## config.mk

```make
export PLATFORM = sky130hd
export DESIGN_NAME = credit_sender
export DESIGN_NICKNAME = d
export VERILOG_FILES = /design/src/rtl/credit_sender.sv
export SDC_FILE = /design/constraint.sdc
export NUM_CORES = 1
export LEC_CHECK = 0
export CAP_MARGIN = 0
export CORE_UTILIZATION = 29
export DETAILED_ROUTE_END_ITERATION = 12
export GPL_ROUTABILITY_DRIVEN = 0
export PLACE_DENSITY = 0.74
export REMOVE_ABC_BUFFERS = 1
export SLEW_MARGIN = 10
export SYNTH_ARGS = -nofsm -noshare
export SYNTH_HDL_FRONTEND = slang
export SYNTH_SLANG_ARGS = --single-unit
```

## constraint.sdc

```tcl
create_clock -name i_clk -period 1.92 [get_ports i_clk]
set_input_delay 0.384 -clock i_clk [delete_from_list [all_inputs] [get_ports i_clk]]
set_output_delay 0.384 -clock i_clk [all_outputs]
set_load 0.05 [all_outputs]
```

## src/rtl/credit_sender.sv

```systemverilog
// -----------------------------------------------------------------------------
// credit_sender
//   Transmit end of a credit-based link. Words arrive on an upstream
//   ready/valid push port and are forwarded on the pop port only while a
//   spendable credit is held. The receiver hands one credit back per
//   i_pop_credit pulse.
//
// Configuration macro:
//   CREDIT_SENDER_REG_OUTPUT_EN  defined   -> o_pop_valid/o_pop_data registered
//                                             (one cycle latency)
//                                undefined -> combinational pass-through
//
// Ports:
//   i_clk                   clock, all state on posedge
//   i_rst                   synchronous active-high reset
//   o_pop_sender_in_reset   mirrors i_rst (combinational)
//   i_pop_receiver_in_reset far end in reset, treated as a local reset
//   i_push_valid            upstream word valid
//   o_push_ready            upstream may transfer this cycle
//   i_push_data             upstream word
//   o_pop_valid             word sent on the link (consumes one credit)
//   o_pop_data              link word
//   i_pop_credit            one credit returned by the receiver
//   i_credit_initial        counter load value while in reset
//   i_credit_withhold       credits reserved (not spendable)
//   o_credit_count          current credit count
//   o_credit_available      o_credit_count > i_credit_withhold
// -----------------------------------------------------------------------------
module credit_sender #(
  parameter int DATA_WIDTH  = 8,
  parameter int MAX_CREDITS = 4,
  localparam int CW         = $clog2(MAX_CREDITS + 1)
) (
  input  logic                  i_clk,
  input  logic                  i_rst,
  output logic                  o_pop_sender_in_reset,
  input  logic                  i_pop_receiver_in_reset,
  input  logic                  i_push_valid,
  output logic                  o_push_ready,
  input  logic [DATA_WIDTH-1:0] i_push_data,
  output logic                  o_pop_valid,
  output logic [DATA_WIDTH-1:0] o_pop_data,
  input  logic                  i_pop_credit,
  input  logic [CW-1:0]         i_credit_initial,
  input  logic [CW-1:0]         i_credit_withhold,
  output logic [CW-1:0]         o_credit_count,
  output logic                  o_credit_available
);

  localparam logic [CW-1:0] MAX_C = CW'(MAX_CREDITS);
  localparam logic [CW-1:0] ONE_C = CW'(1);

  logic [CW-1:0] r_credit_count;
  logic [CW-1:0] w_count_next;
  logic [CW-1:0] w_init_clamped;
  logic          w_in_reset;
  logic          w_credit_available;
  logic          w_push_ready;
  logic          w_send;

  // Either end being in reset holds the whole link in reset.
  assign w_in_reset         = i_rst | i_pop_receiver_in_reset;
  assign w_credit_available = (r_credit_count > i_credit_withhold);
  assign w_push_ready       = w_credit_available & ~w_in_reset;
  assign w_send             = i_push_valid & w_push_ready;

  assign o_pop_sender_in_reset = i_rst;
  assign o_push_ready          = w_push_ready;
  assign o_credit_count        = r_credit_count;
  assign o_credit_available    = w_credit_available;

  // Reload value: the initial credit count can never exceed the ceiling.
  always_comb begin
    if (i_credit_initial > MAX_C) begin
      w_init_clamped = MAX_C;
    end else begin
      w_init_clamped = i_credit_initial;
    end
  end

  // Next credit count from the send/return pair; a simultaneous send and
  // return cancel out. Underflow is impossible because sending needs
  // count > withhold >= 0.
  always_comb begin
    w_count_next = r_credit_count;
    case ({w_send, i_pop_credit})
      2'b10: w_count_next = r_credit_count - ONE_C;
      2'b01: begin
        if (r_credit_count >= MAX_C) begin
          w_count_next = MAX_C;
        end else begin
          w_count_next = r_credit_count + ONE_C;
        end
      end
      default: w_count_next = r_credit_count;
    endcase
  end

  // Credit counter; reset (local or far end) reloads and drops in-flight returns.
  always_ff @(posedge i_clk) begin
    if (w_in_reset) begin
      r_credit_count <= w_init_clamped;
    end else begin
      r_credit_count <= w_count_next;
    end
  end

`ifdef CREDIT_SENDER_REG_OUTPUT_EN
  logic                  r_pop_valid;
  logic [DATA_WIDTH-1:0] r_pop_data;

  // Registered link valid; the credit is still consumed at the accepting edge.
  always_ff @(posedge i_clk) begin
    if (w_in_reset) begin
      r_pop_valid <= 1'b0;
    end else begin
      r_pop_valid <= w_send;
    end
  end

  // Link data register only captures on an accepted word and holds otherwise.
  always_ff @(posedge i_clk) begin
    if (w_send) begin
      r_pop_data <= i_push_data;
    end else begin
      r_pop_data <= r_pop_data;
    end
  end

  assign o_pop_valid = r_pop_valid;
  assign o_pop_data  = r_pop_data;
`else
  // Zero-latency pass-through: data follows the push port even when idle.
  assign o_pop_valid = w_send;
  assign o_pop_data  = i_push_data;
`endif

endmodule

```

==> qor.csv, run 1 <==
stage,metric,value,unit
logic_synthesis,largest family of logic cells by synthesized area,buffers and inverters,
final_layout,diode count,0,
logic_synthesis,sequential-to-total area share from yosys stat,0.2069,
logic_synthesis,Post-Syn Instances,49,
detailed_routing,Post-DRT Antenna Nets,0,
placement,PortBufs,17,
setup_path,Worst Setup SP,o_credit_count[1]$_DFFE_PP_,
detailed_routing,DR pass1 iterations,4,
setup_path,Crit Path Category,reg2out,
clock_network,CTS hold repair buffers,0,
outcome,failing checks,negative setup slack,
sta,Worst Tran Pin Value,0.3140,ns
sta,"Period Utilization, post-route",1.048,
clock_network,clock-pin slew on the worst setup and hold paths,0.04,ns
grt,largest net degree at the start of global routing,9,
sta,count of pins over their slew limit,0,
sta,Worst Skew,0.003672,ns
final_layout,area delta synth->final,72.41,%
hold_path,hold wc startpoint,i_push_data[0],
logic_synthesis,Avg Inst Size Synth,8.886,µm²
final_layout,share of cells above drive strength 1,0.5070,
clock_network,maximum clock path buffer count,2,
logic_synthesis,Synth Area in XOR/XNOR,0,
clock_network,CTS sink cnt,3,
sta,Final Hold Fails,0,
logic_synthesis,compound-cell area share of the yosys netlist,0.2069,
grt,M3 GR Usage,0.08152,
placement,final HPWL from detailed placement,870.2,µm
logic_synthesis,Yosys cell types,25,
die,core area,1350,µm²
final_layout,Util after Layout,0.5561,
pwr,Static Leakage,0.0003198,µW
outcome,outcome,"complete, but fails checks",
clock_network,TritonCTS clock tree,done,
grt,GRT overflow,0,
logic_synthesis,#FFs+latches synth,3,
logic_synthesis,mux contribution to synthesized area,0,
die,Rows,13,
sta,setup TNS,-0.2546,ns
final_layout,Filler Cell Count,120,
logic_synthesis,post-synthesis simple-gate area fraction,0.1983,
hold_path,worst hold path type,in2out,
logic_synthesis,Synth area leaders,"edfxtp_1, ha_1, buf_4",
pwr,VDD IR max,361.1,µV
sta,# setup viols final,4,
grt,grt peak-use layer,met2,
sta,fin crit period,2.011,ns
sta,Slew Limit Headroom,0.7888,
detailed_routing,DRC,0,
pwr,Pwr Density,682.3,nW/µm²
die,die area,1661,µm²
setup_path,data required time of the worst path,1.54,ns
detailed_routing,total wire length,1.146,mm
die,die width,40.75,µm
logic_synthesis,cell area after synthesis,435.4,µm²
grt,GR Util met2,0.2897,
grt,initial antenna violation count,0,
setup_path,crit path DAT,1.63,ns
clock_network,total CTS buffers,3,
logic_synthesis,Synth top area share,0.2069,
sta,final worst setup slack,-0.09141,ns
detailed_routing,routed via count,440,
grt,GRT Total Usage,0.1501,
die,I/O pin cnt,34,
clock_network,clk root buf,clkbuf_4,
final_layout,NumNets Final,97,
detailed_routing,vias per cell,5.116,
detailed_routing,1st-iter DRT viols,7,
setup_path,critical-path maximum fanout,4,
sta,hold slack,0.7683,ns
setup_path,R2R Path Start,o_credit_count[1]$_DFFE_PP_,
grt,GR Layer Usage met1,0.1471,
die,die height,40.75,µm
final_layout,max FFs per register,3,
sta,Max Clock Freq,0.4972,GHz
die,starting density of the core,0.3225,
run,max-cap viol count,0,
placement,Inst Count DP,81,
logic_synthesis,adder-cell share of the synthesized area,0.1724,
sta,RSZ-0062 raised after global routing,yes,
detailed_routing,Routed wire per std cell,13.33,µm
setup_path,crit path launch type,flip-flop,
logic_synthesis,warnings from Yosys,0,
grt,vias in the first global route,399,
grt,first-pass GRT wire length,1.621,mm
clock_network,htree depth,1,
logic_synthesis,Yosys top cell by area,edfxtp_1,
clock_network,Clock Latency Late Sink,0.23,ns
final_layout,Post-Layout Cell Count,86,
setup_path,CP endpoint kind,primary output,
layout by cell type, fill, tap and decap left out, drive strengths merged:
cell,instances
a211oi,1
clkdlybuf4s50,7
nand4b,1
or4,1
and2,1
nor2,3
nand3,1
a21oi,5
nor3b,1
dlygate4sd2,3
a31oi,1
o21ai,1
ha,6
and3,3
nand3b,1
nand2,1
inv,6
buf,18
clkbuf,4
nor4,1
edfxtp,3
a21o,1
o311ai,1
critical path, cell delays in order, from the launching register on:
cell	delay (ns)
edfxtp_1	0.45
ha_4	0.31
nand3b_1	0.12
a21oi_4	0.18
and3_4	0.21
buf_12	0.13
stage by stage:
stage / power, µW / setup WS, ns / cell area (µm²)
floorplan: 229.3 / -0.6705 / 364.1
global placement: 365.4 / -0.4605 / 660.6
detailed placement: 369.7 / -0.4961 / 660.6
CTS: 511.4 / -0.1142 / 743.2
global route: 538.8 / -0.1341 / 750.7
finish: 512.2 / -0.09141 / 750.7
worst paths after layout:
check,cells after the start,to,slack (ns)
setup reg to reg,7,o_credit_count[1]$_DFFE_PP_,-0.07
hold / removal,0,o_pop_data[0],0.77
setup / recovery,5,o_pop_valid,-0.09
hold reg to reg,3,o_credit_count[0]$_DFFE_PP_,0.87
cell usage after synthesis:
cell      number
a211oi_1       1
a21o_1         1
a21oi_1        3
a21oi_2        1
a21oi_4        1
a31oi_4        1
and2_1         1
and3_1         2
and3_2         1
buf_4          9
clkbuf_1       1
edfxtp_1       3
ha_1           6
inv_1          6
nand2_1        1
nand3_1        1
nand3b_1       1
nand4b_1       1
nor2_1         2
nor2_2         1
nor3b_1        1
nor4_1         1
o21ai_1        1
o311ai_1       1
or4_1          1
cell families after synthesis:
| kind of cell | count (synthesis) |
|---|---|
| DFF | 3 |
| adders and majority gates | 6 |
| buffers and inverters | 16 |
| AOI/OAI and AO/OA | 10 |
| and+or+nand+nor | 14 |
repair_timing:
| action | CTS | global route |
|---|---|---|
| resized for setup | 13 | 3 |
| pin swaps | 7 | 2 |
| buffers inserted | 1 | 0 |
| endpoints found under the setup margin | 9 | 9 |
layer usage:
metal,share of wire,vias up
met5,0,-
met4,0,0
met3,0.097,0
met2,0.55,30
met1,0.35,201
li1,-,209
power by group:
group	internal, µW	switching [µW]
registers	84.1	9.48
clock network	77.8	31.2
logic	152	158
final cells by class:
cell class | count | area [µm²] | area share
Tap cell | 15 | 18.77 | 0.02500
Clock buffer | 4 | 26.28 | 0.03500
Inverter | 6 | 22.52 | 0.03000
Timing Repair Buffer | 28 | 285.3 | 0.3800
Sequential cell | 3 | 90.09 | 0.1200
Multi-Input combinational cell | 30 | 307.8 | 0.4100
Power figures use the tool's default switching activity.
==> run 2: changes to the inputs <==
--- a/config.mk
+++ b/config.mk
@@ -15,3 +15,4 @@
 export SYNTH_ARGS = -nofsm -noshare
 export SYNTH_HDL_FRONTEND = slang
 export SYNTH_SLANG_ARGS = --single-unit
+export TNS_END_PERCENT = 10
==> run 2 against run 1 <==
  * The run still ends with negative setup slack left
  * Combinational power about the same
  * Cell count unchanged
  * Hold slack unchanged
  * Total power down 0.30%
  * Register-to-register slack better by 0.02 ns
  * Sequential power about the same
  * Wire length down 0.35%
  * Clock-buffer cell count unchanged
  * Clock power about the same
  * Fmax about the same
  * Design area down 0.50%
  * Die area unchanged
==> qor.csv, run 2 (synthesized netlist as in run 1, its figures left out) <==
stage,metric,value,unit
outcome,outcome,"complete, but fails checks",
outcome,failing checks,negative setup slack,
setup_path,slowest cell on the critical path,edfxtp_1,
detailed_routing,1st-iter DRT viols,8,
clock_network,CTS sink cnt,3,
placement,final HPWL from detailed placement,870.2,µm
placement,dpl ws,-0.4961,ns
pwr,VDD IR max,359.9,µV
hold_path,worst hold path type,in2out,
placement,PortBufs,17,
die,starting density of the core,0.3225,
sta,hold slack,0.7683,ns
grt,vias in the first global route,399,
sta,fin crit period,2.012,ns
final_layout,cell area after layout,747.0,µm²
clock_network,Clock Latency Late Sink,0.23,ns
clock_network,clock-pin slew on the worst setup and hold paths,0.04,ns
detailed_routing,Post-DRT Antenna Nets,0,
die,core area,1350,µm²
sta,RSZ-0062 raised after global routing,yes,
setup_path,crit path launch type,flip-flop,
final_layout,most frequent cells in the layout,"buf_4, clkdlybuf4s50_1, buf_12",
clock_network,TritonCTS clock tree,done,
setup_path,crit path cell chain,ha_4 > nand3b_1 > a21oi_4 > and3_4 > buf_12,
die,Rows,13,
detailed_routing,DR pass1 iterations,4,
final_layout,max FFs per register,3,
detailed_routing,total wire length,1.142,mm
grt,GRT overflow,0,
setup_path,CP endpoint kind,primary output,
final_layout,NumNets Final,97,
setup_path,Crit path largest cell delay,0.45,ns
sta,Final Hold Fails,0,
sta,# setup viols final,7,
sta,Max Clock Freq,0.4971,GHz
clock_network,maximum clock path buffer count,2,
run,max-cap viol count,0,
clock_network,CTS hold repair buffers,0,
setup_path,Crit Path Category,reg2out,
setup_path,critical-path maximum fanout,4,
pwr,Sw Share,0.3880,
pwr,sequential share of power,0.183,
sta,Slew Limit Headroom,0.7888,
grt,first-pass GRT wire length,1.621,mm
sta,Worst Skew,0.003287,ns
die,I/O pin cnt,34,
pwr,Clock power frac,0.214,
clock_network,total CTS buffers,3,
sta,final worst setup slack,-0.09160,ns
setup_path,data required time of the worst path,1.54,ns
detailed_routing,DRC,0,
sta,Worst Tran Pin Value,0.3140,ns
die,die area,1661,µm²
pwr,P_int,312.6,µW
placement,DP Area,660.6,µm²
grt,GRT Total Usage,0.1501,
final_layout,"commonest non-fill, non-tap cell in the layout",buf_4,
pwr,Power Total,510.7,µW
final_layout,share of cells above drive strength 1,0.5070,
detailed_routing,routed via count,439,
clock_network,clk root buf,clkbuf_4,
pwr,Combinational Power Share,0.603,
die,die height,40.75,µm
detailed_routing,Routed wire per std cell,13.28,µm
setup_path,crit path DAT,1.63,ns
die,die width,40.75,µm
pwr,Static Leakage,0.0003210,µW
final_layout,area delta synth->final,71.55,%
grt,initial antenna violation count,0,
clock_network,htree depth,1,
pwr,Pwr Density,683.7,nW/µm²
sta,count of pins over their slew limit,0,
detailed_routing,vias per cell,5.105,
sta,"Period Utilization, post-route",1.048,
grt,largest net degree at the start of global routing,9,
pwr,Net Switching,198.1,µW
final_layout,diode count,0,
[run 2: worst paths after layout]
path	from	to	slack (ns)	cells after the start
max	o_credit_count[1]$_DFFE_PP_	o_pop_valid	-0.09	5
min	i_push_data[0]	o_pop_data[0]	0.77	0
max reg2reg	o_credit_count[1]$_DFFE_PP_	o_credit_count[1]$_DFFE_PP_	-0.05	7
min reg2reg	o_credit_count[0]$_DFFE_PP_	o_credit_count[0]$_DFFE_PP_	0.87	3
[run 2: routing by layer]
| metal | GRT usage | up-vias | part of all wire |
|---|---|---|---|
| met5 | 0 | - | 0 |
| met4 | 0 | 0 | 0 |
| met3 | 0.08152 | 0 | 0.097 |
| met2 | 0.2897 | 30 | 0.55 |
| met1 | 0.1471 | 201 | 0.35 |
| li1 | - | 208 | - |
[run 2: critical path: cells and delay by family, from the launching register on]
kind                       cells  cell delay, ns
and+or+nand+nor                2            0.33
buffers and inverters          1            0.13
adders and majority gates      1            0.31
AOI/OAI and AO/OA              1            0.18
DFF                            1            0.45
[run 2: per-stage QoR]
stage,instances,utilization,TNS [ns]
3_5_place_dp,81,0.4893,-3.933
2_1_floorplan,39,-,-3.927
6_report,86,0.5533,-0.2718
5_1_grt,86,0.5533,-0.5229
3_3_place_gp,81,0.4893,-3.620
4_1_cts,86,0.5477,-0.3333
[run 2: what timing repair did]
action,in CTS,in global routing
cloned,0,0
pin swaps,6,3
setup buffers,1,0
resized for setup,12,3
setup endpoints to repair,9,9
[run 2: final cells by class]
| cell class | count | area, µm² |
|---|---|---|
| fill | 122 | 603.1 |
| multi-input combinational | 30 | 304.0 |
| timing repair buffer | 28 | 285.3 |
| sequential | 3 | 90.09 |
| clock buffer | 4 | 26.28 |
| inverter | 6 | 22.52 |
| tap | 15 | 18.77 |
[run 2: power by group through the flow]
stage               registers (µW)  logic [µW]  clock network [µW]
floorplan                      125         105                   0
global route                  94.1         327                 116
global placement              89.9         275                   0
detailed placement            90.8         279                   0
CTS                           92.8         304                 113
finish                        93.6         308                 109
